$ cat config.mk
export PLATFORM = sky130hd
export DESIGN_NAME = mem_arbiter
export DESIGN_NICKNAME = d
export VERILOG_FILES = /design/src/rtl/mem_arbiter.sv
export SDC_FILE = /design/constraint.sdc
export NUM_CORES = 1
export LEC_CHECK = 0
export ABC_CLOCK_PERIOD_IN_PS = 6100
export CAP_MARGIN = 40
export CORE_MARGIN = 4
export CORE_UTILIZATION = 51
export DETAILED_ROUTE_END_ITERATION = 8
export PLACE_DENSITY = 0.93
export RECOVER_POWER = 100
export SLEW_MARGIN = 20
export SYNTH_ARGS = -nofsm -noshare
export SYNTH_HDL_FRONTEND = slang
export SYNTH_SLANG_ARGS = --single-unit
$ cat constraint.sdc
create_clock -name clk -period 6.1 [get_ports clk]
set_input_delay 0.915 -clock clk [delete_from_list [all_inputs] [get_ports clk]]
set_output_delay 0.915 -clock clk [all_outputs]
set_load 0.03 [all_outputs]
$ cat src/rtl/mem_arbiter.sv
// mem_arbiter: shares one byte-wide synchronous RAM port between the
// instruction-fetch requester (IF) and the load/store requester (MEM).
// Each 32-bit word access is serialised into four byte cycles; MEM has
// fixed priority over IF and requests are only sampled while idle.
//
// Ports:
//   clk, rst             clock, synchronous active-low reset
//   if_re/if_addr        IF word-read request and byte address
//   if_busy/if_done      IF stall, one-cycle completion pulse
//   if_data              fetched word, held until the next IF completion
//   mem_re/mem_we        MEM read / write request (write wins if both)
//   mem_sel/mem_addr     MEM byte-write enables and byte address
//   mem_wdata            MEM write data, byte lanes pre-positioned
//   mem_busy/mem_done    MEM stall, one-cycle completion pulse
//   mem_rdata            loaded word, held until the next MEM completion
//   ram_en/ram_we        RAM access strobe and byte write enable
//   ram_addr/ram_wdata   RAM byte address and write byte
//   ram_rdata            RAM read byte, valid the cycle after its address
module mem_arbiter #(
  parameter int unsigned ADDR_W = 17
) (
  input  logic              clk,
  input  logic              rst,
  input  logic              if_re,
  input  logic [31:0]       if_addr,
  output logic              if_busy,
  output logic              if_done,
  output logic [31:0]       if_data,
  input  logic              mem_re,
  input  logic              mem_we,
  input  logic [3:0]        mem_sel,
  input  logic [31:0]       mem_addr,
  input  logic [31:0]       mem_wdata,
  output logic              mem_busy,
  output logic              mem_done,
  output logic [31:0]       mem_rdata,
  output logic              ram_en,
  output logic              ram_we,
  output logic [ADDR_W-1:0] ram_addr,
  output logic [7:0]        ram_wdata,
  input  logic [7:0]        ram_rdata
);

  typedef enum logic [1:0] {IDLE, READ, WRITE, DONE} state_t;
  typedef enum logic {OWN_IF, OWN_MEM} owner_t;

  state_t            state_q, state_d;
  owner_t            owner_q, owner_d;
  logic [2:0]        cnt_q, cnt_d;
  logic [ADDR_W-3:0] base_q, base_d;   // word address; byte lane comes from cnt
  logic [3:0][7:0]   wbuf_q, wbuf_d;
  logic [3:0][7:0]   rbuf_q, rbuf_d;
  logic [3:0]        sbuf_q, sbuf_d;
  logic [31:0]       if_data_d, mem_rdata_d;
  logic [ADDR_W-1:0] addr_hold_q;

  // Upper address bits beyond the RAM and the byte offset are ignored.
  logic unused_addr_bits;
  assign unused_addr_bits = ^{if_addr[31:ADDR_W], if_addr[1:0],
                              mem_addr[31:ADDR_W], mem_addr[1:0]};

  assign if_done  = (state_q == DONE) && (owner_q == OWN_IF);
  assign mem_done = (state_q == DONE) && (owner_q == OWN_MEM);
  assign if_busy  = (state_q != IDLE) && !if_done;
  assign mem_busy = (state_q != IDLE) && !mem_done;

  // The RAM address is only driven during byte cycles; otherwise it holds.
  assign ram_addr = ram_en ? {base_q, cnt_q[1:0]} : addr_hold_q;

  always_comb begin
    state_d     = state_q;
    owner_d     = owner_q;
    cnt_d       = cnt_q;
    base_d      = base_q;
    wbuf_d      = wbuf_q;
    sbuf_d      = sbuf_q;
    rbuf_d      = rbuf_q;
    if_data_d   = if_data;
    mem_rdata_d = mem_rdata;
    ram_en      = 1'b0;
    ram_we      = 1'b0;
    ram_wdata   = '0;
    unique case (state_q)
      IDLE: begin
        cnt_d = '0;
        if (mem_we) begin
          owner_d = OWN_MEM;
          state_d = WRITE;
          base_d  = mem_addr[ADDR_W-1:2];
          wbuf_d  = mem_wdata;
          sbuf_d  = mem_sel;
        end else if (mem_re) begin
          owner_d = OWN_MEM;
          state_d = READ;
          base_d  = mem_addr[ADDR_W-1:2];
        end else if (if_re) begin
          owner_d = OWN_IF;
          state_d = READ;
          base_d  = if_addr[ADDR_W-1:2];
        end
      end
      READ: begin
        if (cnt_q != 3'd4) ram_en = 1'b1;
        // Byte for lane cnt-1 arrives one cycle after its address.
        if (cnt_q != 3'd0) rbuf_d[cnt_q[1:0] - 2'd1] = ram_rdata;
        if (cnt_q == 3'd4) begin
          state_d = DONE;
          // Loaded on entry to DONE so the word is visible with the done pulse.
          if (owner_q == OWN_IF) if_data_d   = rbuf_d;
          else                   mem_rdata_d = rbuf_d;
        end else begin
          cnt_d = cnt_q + 3'd1;
        end
      end
      WRITE: begin
        ram_en    = 1'b1;
        ram_we    = sbuf_q[cnt_q[1:0]];
        ram_wdata = wbuf_q[cnt_q[1:0]];
        if (cnt_q == 3'd3) state_d = DONE;
        else               cnt_d   = cnt_q + 3'd1;
      end
      DONE: begin
        state_d = IDLE;
        cnt_d   = '0;
      end
      default: state_d = IDLE;
    endcase
  end

  always_ff @(posedge clk) begin
    if (!rst) begin
      state_q     <= IDLE;
      owner_q     <= OWN_IF;
      cnt_q       <= '0;
      base_q      <= '0;
      wbuf_q      <= '0;
      sbuf_q      <= '0;
      rbuf_q      <= '0;
      if_data     <= '0;
      mem_rdata   <= '0;
      addr_hold_q <= '0;
    end else begin
      state_q     <= state_d;
      owner_q     <= owner_d;
      cnt_q       <= cnt_d;
      base_q      <= base_d;
      wbuf_q      <= wbuf_d;
      sbuf_q      <= sbuf_d;
      rbuf_q      <= rbuf_d;
      if_data     <= if_data_d;
      mem_rdata   <= mem_rdata_d;
      addr_hold_q <= ram_addr;
    end
  end

endmodule

==> results.ini, run 1 <==
[worst_setup_path]
crit_arrival_ns=3.45
r2r_end=if_data[21]
rrSetupSlack_ns=2.71
cp_cell_sequence=inv_1 -> ha_1 -> a21boi_0 -> o21ai_4 -> inv_6 -> dlygate4sd3_1
path_max_fanout=18
reg2reg_depth=6
cp_slowest_cell=dlygate4sd3_1
cpPeakStageDelay_ns=0.78
worstSetupPathType=register to output pin
start_kind=register
rr_startpoint=cnt_q[1]
crit_required_ns=5.18
cp-end-kind=output pin

[global_route]
overflow=0
grt_usage_pct=24.5
first_global_vias=6125
grt_pass1_wl_um=31400
grt_max_degree=88
antenna_found_initial=0

[layout]
antenna_cells=0
layout_commonest_cell=dfxtp_1
multiInputGateArea_um2=3320
register_area_um2=3240
fillers=1018
drive_gt1_share_pct=7.31
layout_common_cells=162 x dfxtp_1, 158 x nand2_1, 96 x dlygate4sd3_1, 90 x o21ai_0, 80 x a21oi_1
finalNonFillerCells=1134
layout.nets=1067
area_growth_pct=32.7

[power]
power_frac_seq_pct=35.5
p_sw_uw=1190
switching_share_pct=34.0
p_leak_uw=0.00352
fin_total_pwr_uw=3490
p_int_uw=2300
power_per_cell_area_nw_per_um2=375
p_clk_share_pct=34.8
vdd_drop_max_mv=0.207
pwr-share-comb_pct=29.7

[detailed_routing]
wl_met3_um=1500
drt_iter0_drc=701
met2_length_um=9610
top_layer_used=met4
final_antenna_net_count=0
route.detailed.drc=0
vias=6631
wl_met1_um=8270
wirelength_um=19900
first_pass_iters=6
via_per_inst=5.85
post_drt_wl_per_cell_um=17.6

[timing]
setup_viol=0
clock_skew_ns=0.00962
hold_viol_final=0
slew_viol_final=93
min_period_ns=4.36
slew_headroom_pct=-68.0
fin_crit_sh_pct=71.5
rsz0062_at_grt=no
fin_setup_tns_ns=0
fmax_mhz=229
worst_slew_pin_slew_ns=2.52

[clock_tree]
post_cts_resized=0
htree_levels=4
cts_buffers=17
clkTransAtPathRegs_ns=0.06
cts_setup_buffers=0
cts_tree=yes
root_buffer=clkbuf_16
ctsHoldBuffers=0
clock_path_buffers=2
cts_sinks=162
clk-insertion-delay-late_ns=0.43

[synthesis]
yosysSeqAreaShare_pct=46.2
syn_nets=950
ys_warn_count=0
synth-edff-count=0
synth.distinct_cells=34
synth_ff_type=dfxtp_1
netlist_area_um2=7020
synth_cells=828
synthArstFlopShare_pct=0
synth_area_per_cell_um2=8.48
yosys_register_bits=162

[floorplan]
die_area_um2=15700
pin_count=208
die-height_um=125
rows=42
core-area_um2=13300
start_util_pct=52.6
chipWidth_um=125

[status]
violations=max-capacitance violations, max-slew violations
status=finished, violations left

[min_path]
hold_class=register to register
min_path_cells=2
holdPathEnd=if_data[24]
min-delay-start=if_data[24]

[place]
port_buffers=173
dp.cells=1101
gp_congestion=0.816
hpwlAfterDp_um=12600

[run]
maxCapViolCount=2

-- Yosys cell counts (7+ instances only) --
cell type	count	area [µm²]
mux2i_1	19	190
nor2_1	18	67.6
nand2_1	158	593
o31ai_1	24	180
clkbuf_1	45	169
mux2_2	17	191
o21ai_0	90	450
a21oi_1	80	400
buf_4	7	52.6
mux4_2	9	203
buf_2	30	150
a31oi_1	48	300
ha_1	9	113
dfxtp_1	162	3240
inv_1	11	41.3
and2_1	11	68.8
nand3_1	26	130
a311oi_1	15	131
nand4_1	25	156
-- final cells by class --
type	instances	share of cell area, %
Timing Repair Buffer	185	19.4
Multi-Input combinational cell	567	35.6
Tap cell	176	2.36
Clock inverter	14	2.53
Clock buffer	18	4.71
Sequential cell	162	34.8
Inverter	12	0.537
-- sequential cells by signal, indices dropped and copies added (netlist names) --
signal and count:
addr_hold_q 17, base_q 15, sbuf_q 4, owner_q 1
if_data 32, mem_rdata 32, cnt_q 3, rbuf_q 24
wbuf_q 32, state_q 2
-- worst max path at each step --
stage / from / to / slack, ns / cells after the start
detailed placement: cnt_q[0] / ram_en / 2.25 / 6
finish: cnt_q[1] / ram_en / 1.74 / 6
global placement: cnt_q[0] / ram_en / 2.31 / 6
floorplan: cnt_q[1] / ram_addr[10] / 3.22 / 8
CTS: cnt_q[0] / ram_en / 1.80 / 6
global route: rst / base_q[10] / 1.54 / 5
-- stage by stage --
step	util [%]	hold WS [ns]	setup WS [ns]	instance area, µm²
2_1_floorplan	-	0.431	3.22	7020
3_3_place_gp	64.6	0.439	2.31	8620
3_5_place_dp	64.8	0.445	2.25	8660
4_1_cts	69.9	0.454	1.80	9330
5_1_grt	69.8	0.468	1.54	9320
6_report	69.8	0.451	1.74	9320
-- power by group through the flow --
stage / clock network [µW] / registers, µW / logic (µW)
2_1_floorplan: 0 / 1240 / 791
3_3_place_gp: 0 / 1270 / 991
3_5_place_dp: 0 / 1270 / 1030
4_1_cts: 1230 / 1260 / 1040
5_1_grt: 1260 / 1250 / 1120
6_report: 1220 / 1240 / 1040
-- routing by layer --
| layer | vias to the layer above | global-route usage [%] |
|---|---|---|
| met3 | 47 | 5.59 |
| met5 | - | 0 |
| met2 | 288 | 39.4 |
| met4 | 0 | 10.1 |
| met1 | 3111 | 31.9 |
| li1 | 3185 | - |
-- critical path: cells and delay by family (launching register included) --
family / cells / cell delay (ns)
buf+inv: 3 / 1.24
fa+ha+maj: 1 / 0.31
flops: 1 / 0.75
compound gates: 2 / 0.70
-- logic make-up (layout without fill, tap and decap cells) --
family / Yosys count / count (layout) / synth area share, %
and+or+nand+nor: 251 / 251 / 15.8
DFF: 162 / 162 / 46.2
buffers and inverters: 99 / 229 / 6.49
AOI/OAI and AO/OA: 262 / 262 / 21.6
muxes: 45 / 45 / 8.33
adders and majority gates: 9 / 9 / 1.60
No activity file was read; power rests on OpenSTA's default activity.
==> inputs of run 2 (changes only) <==
Settings changed: ABC_CLOCK_PERIOD_IN_PS 6100 to 3600, CORE_UTILIZATION 51 to 43, PLACE_DENSITY 0.93 to 0.85.
Clock period 6.1 ns to 3.6 ns, I/O delays scaled along.
==> run 2 against run 1 <==
- the flow still finishes with violations (max-capacitance violations, max-slew violations)
- cell count up 4.0%
- first-iteration DRC count shrank 12%
- critical path depth fell by 1
- sequential cell count unchanged
- total power increased by 65%
- global-route usage down 3.5 points
==> results.ini, run 2 (synthesis gave the netlist of run 1 again) <==
[global_route]
grt_pass1_wl_um=31100
antenna_found_initial=0
first_global_vias=6183
grt_usage_pct=20.9
grt_max_degree=87
overflow=0

[power]
power_per_cell_area_nw_per_um2=616
switching_share_pct=35.1
p_clk_share_pct=32.6
pwr-share-comb_pct=31.1
p_int_uw=3730
p_sw_uw=2020
p_leak_uw=0.00345
fin_total_pwr_uw=5750
power_frac_seq_pct=36.3
vdd_drop_max_mv=0.376

[floorplan]
start_util_pct=44.0
die-height_um=136
pin_count=208
chipWidth_um=136
core-area_um2=15900
rows=46
die_area_um2=18400

[detailed_routing]
first_pass_iters=5
post_drt_wl_per_cell_um=16.9
route.detailed.drc=0
wirelength_um=19900
vias=6610
final_antenna_net_count=0
via_per_inst=5.61
drt_iter0_drc=616

[worst_setup_path]
cp_num_cells=5
cp_cell_sequence=inv_1 -> ha_1 -> o21ai_4 -> mux2_2 -> clkdlybuf4s50_1
path_max_fanout=18
cp_slowest_cell=o21ai_4
cp_top_family=buffers and inverters
crit_required_ns=3.06
reg2reg_depth=7
cpPeakStageDelay_ns=0.61
crit_arrival_ns=2.89
worstSetupPathType=register to output pin
start_kind=register
path_buf_inv=2
cp-end-kind=output pin

[timing]
fin_crit_sh_pct=95.4
slew_viol_final=53
worst_slew_pin_slew_ns=1.78
fin_setup_tns_ns=0
hold_viol_final=0
setup_viol=0
min_period_ns=3.43
clock_skew_ns=0.00606
slew_headroom_pct=-19.6
rsz0062_at_grt=no
fmax_mhz=291

[clock_tree]
cts_setup_buffers=0
clock_path_buffers=2
htree_levels=4
cts_tree=yes
clk-insertion-delay-late_ns=0.42
root_buffer=clkbuf_16
ctsHoldBuffers=0
clkTransAtPathRegs_ns=0.06
cts_sinks=162
cts_buffers=17
post_cts_resized=0

[place]
port_buffers=173
gp_congestion=0.773
hpwlAfterDp_um=12900
dp.cells=1147
place_area_um2=8740

[layout]
layout.nets=1072
area_growth_pct=33.1
drive_gt1_share_pct=8.00
design_area_um2=9340
utilization_pct=58.6
antenna_cells=0
finalNonFillerCells=1179
top_regs=if_data: 32 flops, mem_rdata: 32 flops, wbuf_q: 32 flops
layout_commonest_cell=dfxtp_1
layout_common_cells=162 x dfxtp_1, 158 x nand2_1, 95 x clkdlybuf4s50_1, 90 x o21ai_0, 80 x a21oi_1

[status]
status=finished, violations left
violations=max-capacitance violations, max-slew violations

[run]
maxCapViolCount=1

[min_path]
hold_class=register to register
min_path_cells=2

[run 2: changes by cell type in the layout (fill, tap and decap cells not counted), moves of 3 or more]
cell	change
clkdlybuf4s50_1	+19
bufinv_16	-3
buf_4	+4
dlygate4sd3_1	-19
inv_6	+3
clkbuf_2	+3
[run 2: power by group through the flow]
stage / clock network, µW / logic (µW) / registers, µW
finish: 1880 / 1790 / 2090
global route: 1980 / 1960 / 2110
CTS: 1910 / 1820 / 2090
global placement: 0 / 1780 / 2120
detailed placement: 0 / 1810 / 2130
floorplan: 0 / 1340 / 2100
[run 2: tightest hold or removal path: stages (launching register included)]
cell and delay [ns]:
dfxtp_1 0.30, nand2_1 0.05, a21oi_1 0.05
[run 2: final timing paths]
path	startpoint	end	slack, ns
min reg2reg	mem_rdata[26]	mem_rdata[26]	0.45
max	state_q[0]	ram_addr[5]	0.17
max reg2reg	state_q[1]	mem_rdata[22]	0.29
min	mem_rdata[26]	mem_rdata[26]	0.45
[run 2: layer usage]
metal  share of wire [%]  track usage, %  vias up
li1                    -               -     3192
met1                  43            26.9     3149
met2                  47            33.5      228
met3                 7.2            5.91       41
met4                 2.7            7.89        0
met5                   0               0        -
[run 2: layout make-up]
class                   instances  area [µm²]
flip-flops and latches        162        3240
repair buffers                190        1830
fillers                      1422        6600
inverters                      12        51.3
clock buffers                  18         439
well taps                     216         270
clock inverters                14         179
multi-input cells             567        3320
[run 2: per-stage QoR]
stage	setup WS (ns)	hold slack [ns]
after CTS	0.0959	0.455
after floorplan	1.09	0.431
after detailed placement	0.560	0.445
final	0.167	0.450
after global placement	0.618	0.439
after global routing	0.0189	0.468
